`src/rtl/period_meter.sv`:
```
// -----------------------------------------------------------------------------
// period_meter
//
// Measures the period of a slow, clk-asynchronous signal in clk cycles.
// sig_in is synchronized (s1, s2) and delayed once more (s3) so that each
// synchronized rising edge gives a single-cycle 'rise' strobe. A measurement
// waits in ARM for a first edge, then counts in MEAS until the next edge and
// reports the distance between the two as 'period'.
//
// Handshake: 'start' is a one-cycle request, accepted only in IDLE (busy=0);
// requests while busy=1 are dropped. 'valid' is a one-cycle registered pulse
// qualifying a new 'period'. 'period' holds until the next valid. Because the
// single-shot FSM is already back in IDLE on the valid cycle, a start on that
// same cycle is accepted. No back-pressure exists on the result.
//
// Parameters
//   CNT_W    width of the cycle counter and of 'period'
//   TIMEOUT  max clk cycles waited for a rising edge (must be < 2^CNT_W-1)
//
// Ports
//   clk        system clock, rising edge
//   rst        synchronous, active-high reset
//   sig_in     signal to measure (asynchronous to clk)
//   start      request to begin a measurement
//   cont       1 = continuous mode, re-measure on every edge
//   period     clk cycles between two consecutive rising edges of sig_in
//   valid      one-cycle pulse marking a new period value
//   busy       high while in ARM or MEAS
//   timeout    sticky: last measurement aborted for lack of an edge
//   dbg_state  current FSM state (0=IDLE, 1=ARM, 2=MEAS)
// -----------------------------------------------------------------------------
module period_meter #(
   parameter int          CNT_W   = 32,
   parameter int unsigned TIMEOUT = 32'd16777215
) (
   input  logic             clk,
   input  logic             rst,
   input  logic             sig_in,
   input  logic             start,
   input  logic             cont,
   output logic [CNT_W-1:0] period,
   output logic             valid,
   output logic             busy,
   output logic             timeout,
   output logic [1:0]       dbg_state
);

   typedef enum logic [1:0] {
      IDLE = 2'd0,
      ARM  = 2'd1,
      MEAS = 2'd2
   } state_t;

   localparam logic [CNT_W-1:0] LIMIT = CNT_W'(TIMEOUT);

   state_t           state, state_nxt;
   logic [CNT_W-1:0] cnt, cnt_nxt;
   logic [CNT_W-1:0] period_nxt;
   logic             valid_nxt;
   logic             timeout_nxt;
   logic             busy_nxt;
   logic             s1, s2, s3;
   logic             rise;
   logic             at_limit;

   assign rise      = s2 & ~s3;
   assign at_limit  = (cnt == LIMIT);
   assign dbg_state = state;

   // Synchronizer plus edge-detect delay stage.
   always_ff @(posedge clk) begin
      if (rst) begin
         s1 <= 1'b0;
         s2 <= 1'b0;
         s3 <= 1'b0;
      end else begin
         s1 <= sig_in;
         s2 <= s1;
         s3 <= s2;
      end
   end

   // State and result registers.
   always_ff @(posedge clk) begin
      if (rst) begin
         state   <= IDLE;
         cnt     <= '0;
         period  <= '0;
         valid   <= 1'b0;
         busy    <= 1'b0;
         timeout <= 1'b0;
      end else begin
         state   <= state_nxt;
         cnt     <= cnt_nxt;
         period  <= period_nxt;
         valid   <= valid_nxt;
         busy    <= busy_nxt;
         timeout <= timeout_nxt;
      end
   end

   // Next-state and datapath decode.
   always_comb begin
      state_nxt   = state;
      cnt_nxt     = cnt;
      period_nxt  = period;
      valid_nxt   = 1'b0;
      timeout_nxt = timeout;

      case (state)
         IDLE: begin
            if (start) begin
               state_nxt   = ARM;
               cnt_nxt     = '0;
               timeout_nxt = 1'b0;
            end
         end

         ARM: begin
            // An edge on the limit cycle still counts as an edge.
            if (rise) begin
               state_nxt = MEAS;
               cnt_nxt   = CNT_W'(1);
            end else if (at_limit) begin
               state_nxt   = IDLE;
               timeout_nxt = 1'b1;
            end else begin
               cnt_nxt = cnt + 1'b1;
            end
         end

         MEAS: begin
            if (rise) begin
               period_nxt = cnt;
               valid_nxt  = 1'b1;
               // The closing edge also opens the next period in cont mode.
               cnt_nxt    = CNT_W'(1);
               if (!cont) begin
                  state_nxt = IDLE;
               end
            end else if (at_limit) begin
               state_nxt   = IDLE;
               timeout_nxt = 1'b1;
            end else begin
               cnt_nxt = cnt + 1'b1;
            end
         end

         default: begin
            state_nxt = IDLE;
         end
      endcase
   end

   // busy is decoded from the next state so it falls on the same edge that
   // raises valid at the end of a single-shot measurement.
   assign busy_nxt = (state_nxt == ARM) || (state_nxt == MEAS);

endmodule
```
`config.mk`:
```
export PLATFORM = sky130hd
export DESIGN_NAME = period_meter
export DESIGN_NICKNAME = d
export VERILOG_FILES = /design/src/rtl/period_meter.sv
export SDC_FILE = /design/constraint.sdc
export NUM_CORES = 1
export LEC_CHECK = 0
export ABC_AREA = 1
export BUFFER_PORTS_ARGS = -buffer_cell sky130_fd_sc_hd__buf_2
export CORE_MARGIN = 2
export CORE_UTILIZATION = 55
export DETAILED_ROUTE_END_ITERATION = 12
export GPL_ROUTABILITY_DRIVEN = 0
export GPL_TIMING_DRIVEN = 1
export HOLD_SLACK_MARGIN = 0.15
export PLACE_DENSITY = 0.73
export RECOVER_POWER = 25
export SETUP_SLACK_MARGIN = 0.2
export SKIP_CTS_REPAIR_TIMING = 1
export SYNTH_ARGS = -nofsm -noshare
export SYNTH_HDL_FRONTEND = slang
export SYNTH_SLANG_ARGS = --single-unit
```
`constraint.sdc`:
```
create_clock -name clk -period 3.91 [get_ports clk]
set_input_delay 0.1955 -clock clk [delete_from_list [all_inputs] [get_ports clk]]
set_output_delay 0.1955 -clock clk [all_outputs]
set_load 0.1 [all_outputs]
```
==> summary.txt <==
Status
  • Outcome: complete, but fails checks
  • Failing checks: max-capacitance violations, max-slew violations

Cells and area
  • # diodes: 0
  • Layout fillers: about 660
  • Final net count: between 600 and 700
  • Area delta synth->final: 11.13%
  • Post-route cell area: 4185 um2
  • Layout cells sized above 1: slightly below 9%

Global route
  • Largest net degree at the start of global routing: 41
  • First-pass GRT wire length: between 15 and 20 mm
  • Vias in the first global route: ~3300
  • Gr usage total: approximately a quarter
  • Antenna violations before repair: 0
  • Total grt overflow: 0

Synth
  • Ys Warns: 0
  • Yosys top cell by area: dfxtp_1
  • Synth Register Bits: a little over 70
  • Post-synthesis net count: between 500 and 600
  • Post-synth top flop: dfxtp_1
  • Most common cell in the netlist: nand2_1
  • Cells after Synth: approximately 600
  • Largest cells by area after synthesis: dfxtp_1 (38%), nand2_1 (18%), nand3_1 (9.3%), a21oi_1 (7.8%), nor2_1 (7.8%)
  • Synth cell types: 31
  • Top cell type's share of synthesized area: a little under two fifths
  • Post-synth EDFFs: 0
  • Sequential area share after synthesis: 38.27%
  • Async S/R FF share, synth: 0%
  • Syn avg cell area: between 6 and 7 um2
  • Top cells by count, synth: nand2_1 (177), nor2_1 (78), dfxtp_1 (72)
  • Mapped cell area: between 3000 and 4000 um2

Pwr
  • PD cells: roughly 360 nW/um2
  • Peak supply drop: around 190 uV
  • Lkg Pwr: around 1.4 nW
  • Design Power: approximately 0.0015 W

Placement
  • HPWL Detailed: ~6.7 mm
  • Buffers on Ports: just over 40
  • DP Area: 3986 um2

Routing
  • DR vias: 3780
  • Initial DRT Pass Iterations: 5
  • ANT nets after route: 0
  • Avg WL per Cell: between 10 and 15 um
  • Total Routed Length: around 9.5 mm
  • Residual DRC: 0
  • DRT iter0 DRCs: between 300 and 400
  • Via/cell ratio: around 5.4

Floorplanning
  • Die Wd: around 87 um
  • Die area: 7526 um2
  • Core area: approximately 6700 um2
  • I/O pin cnt: 42
  • # rows: 30
  • Initial Util: about 56%
  • Die H: just under 90 um

Timing
  • Setup_tns: 0 ps
  • Clock skew: ~9.4 ps
  • Max Fclk: around 380 MHz
  • Min Hold Slack: 224.3 ps
  • Setup violators final: 0
  • Slew margin rel.: -12.88%
  • Slew Limit Fails: between 40 and 50
  • Slew @ Worst Pin: about 1700 ps
  • Final hold vios: 0
  • RSZ-0062 raised after global routing: false
  • Period minus WS final: about 2600 ps
  • Tcrit/Tclk final: 66.60%

Worst hold path
  • Hold Path Class: input pin to flop

CTS
  • H-tree Lvls: 3
  • Skew-Pair Late Insertion Delay: 360 ps
  • Root Driver: clkbuf_8
  • Worst-path clk slew: ~80 ps
  • TritonCTS buffer count: 9
  • CTS tree: built
  • Clk sinks: between 70 and 80
  • CTS max path bufs: 2

Setup path
  • CP Launch Type: flop
  • Setup Crit Path Kind: flop to flop
  • Req. time, crit path: 4070 ps
  • CP Capture Type: flop
  • Arr. time, crit path: 2770 ps
  • Worst-path maximum fanout: 33

Flow run
  • Maxcap violations: 1
## area by class of cell
class / count / area, um2 / share of cell area (%)
multi-input cells: 440 / 2029 / 48.49
flip-flops and latches: 72 / 1441 / 34.44
repair buffers: 47 / 221.5 / 5.291
inverters: 46 / 172.7 / 4.126
clock buffers: 10 / 137.6 / 3.288
well taps: 80 / 100.1 / 2.392
clock inverters: 6 / 82.58 / 1.973
## worst paths after layout
kind	startpoint	end	slack (ps)	cells after the start
setup / recovery	dbg_state[1]	period[16]	1310	4
hold / removal	start	timeout	220	3
setup reg to reg	dbg_state[1]	period[16]	1310	4
hold reg to reg	s1	s2	410	2
## metrics by stage
step                cells  setup slack (ps)  utilization (%)
finish                701              1306            62.29
global route          701             931.0            62.29
CTS                   700              1330            62.61
detailed placement    684              1355            59.33
global placement      684              1446            59.33
floorplan             585              1423                -
## kinds of logic after synthesis
group	share of synthesized area, %
flip-flops	38.27
AND/OR/NAND/NOR	40.86
XOR/XNOR	1.628
buffers and inverters	7.840
adder cells (fa/ha/maj)	1.661
AO/OA/AOI/OAI	9.734
## cell usage in the layout (no fill, tap or decap), types with 2 or more instances in the layout
cell type  Yosys  routed
nand2_1      177     177
nor2_1        78      78
dfxtp_1       72      72
nand3_1       70      70
a21oi_1       59      59
inv_1         43      43
clkbuf_1      19      25
buf_2          2      16
nor3_1        11      11
clkbuf_8       0      10
nor2_2         7       7
ha_1           5       5
buf_4          3       5
nand4_1        4       4
xnor2_1        4       4
o21bai_1       4       4
o21ai_0        3       3
or2_2          3       3
xor2_1         3       3
clkinv_2       0       3
nor2_4         2       2
clkinv_1       2       2
o21ai_1        2       2
nand3_2        2       2
bufinv_16      0       2
## worst max-delay path, stage by stage, from the launching register on
cell	delay (ps)
dfxtp_1	450
ha_1	770
nand2_1	850
nand2_1	240
a21oi_1	80
## where the power goes
group	leakage (nW)	switching, W	internal (W)
clock	0.112	0.000281	0.000373
combinational	0.750	0.0000979	0.0000220
sequential	0.581	0.00000391	0.000738
## sequential cells by signal (all words and copies together) (netlist names)
| name | count |
|---|---|
| busy | 1 |
| cnt | 32 |
| dbg_state | 2 |
| period | 32 |
| s1 | 1 |
| s2 | 1 |
| s3 | 1 |
| timeout | 1 |
| valid | 1 |
## per-layer routing
layer	routed length, um	track usage (%)	vias up	part of all wire, %
met5	0	0	-	0
met4	143	11.93	0	1.5
met3	466	4.095	12	4.9
met2	4476	42.52	103	47
met1	4440	34.93	1726	47
li1	-	-	1939	-
Power figures use the tool's default switching activity.
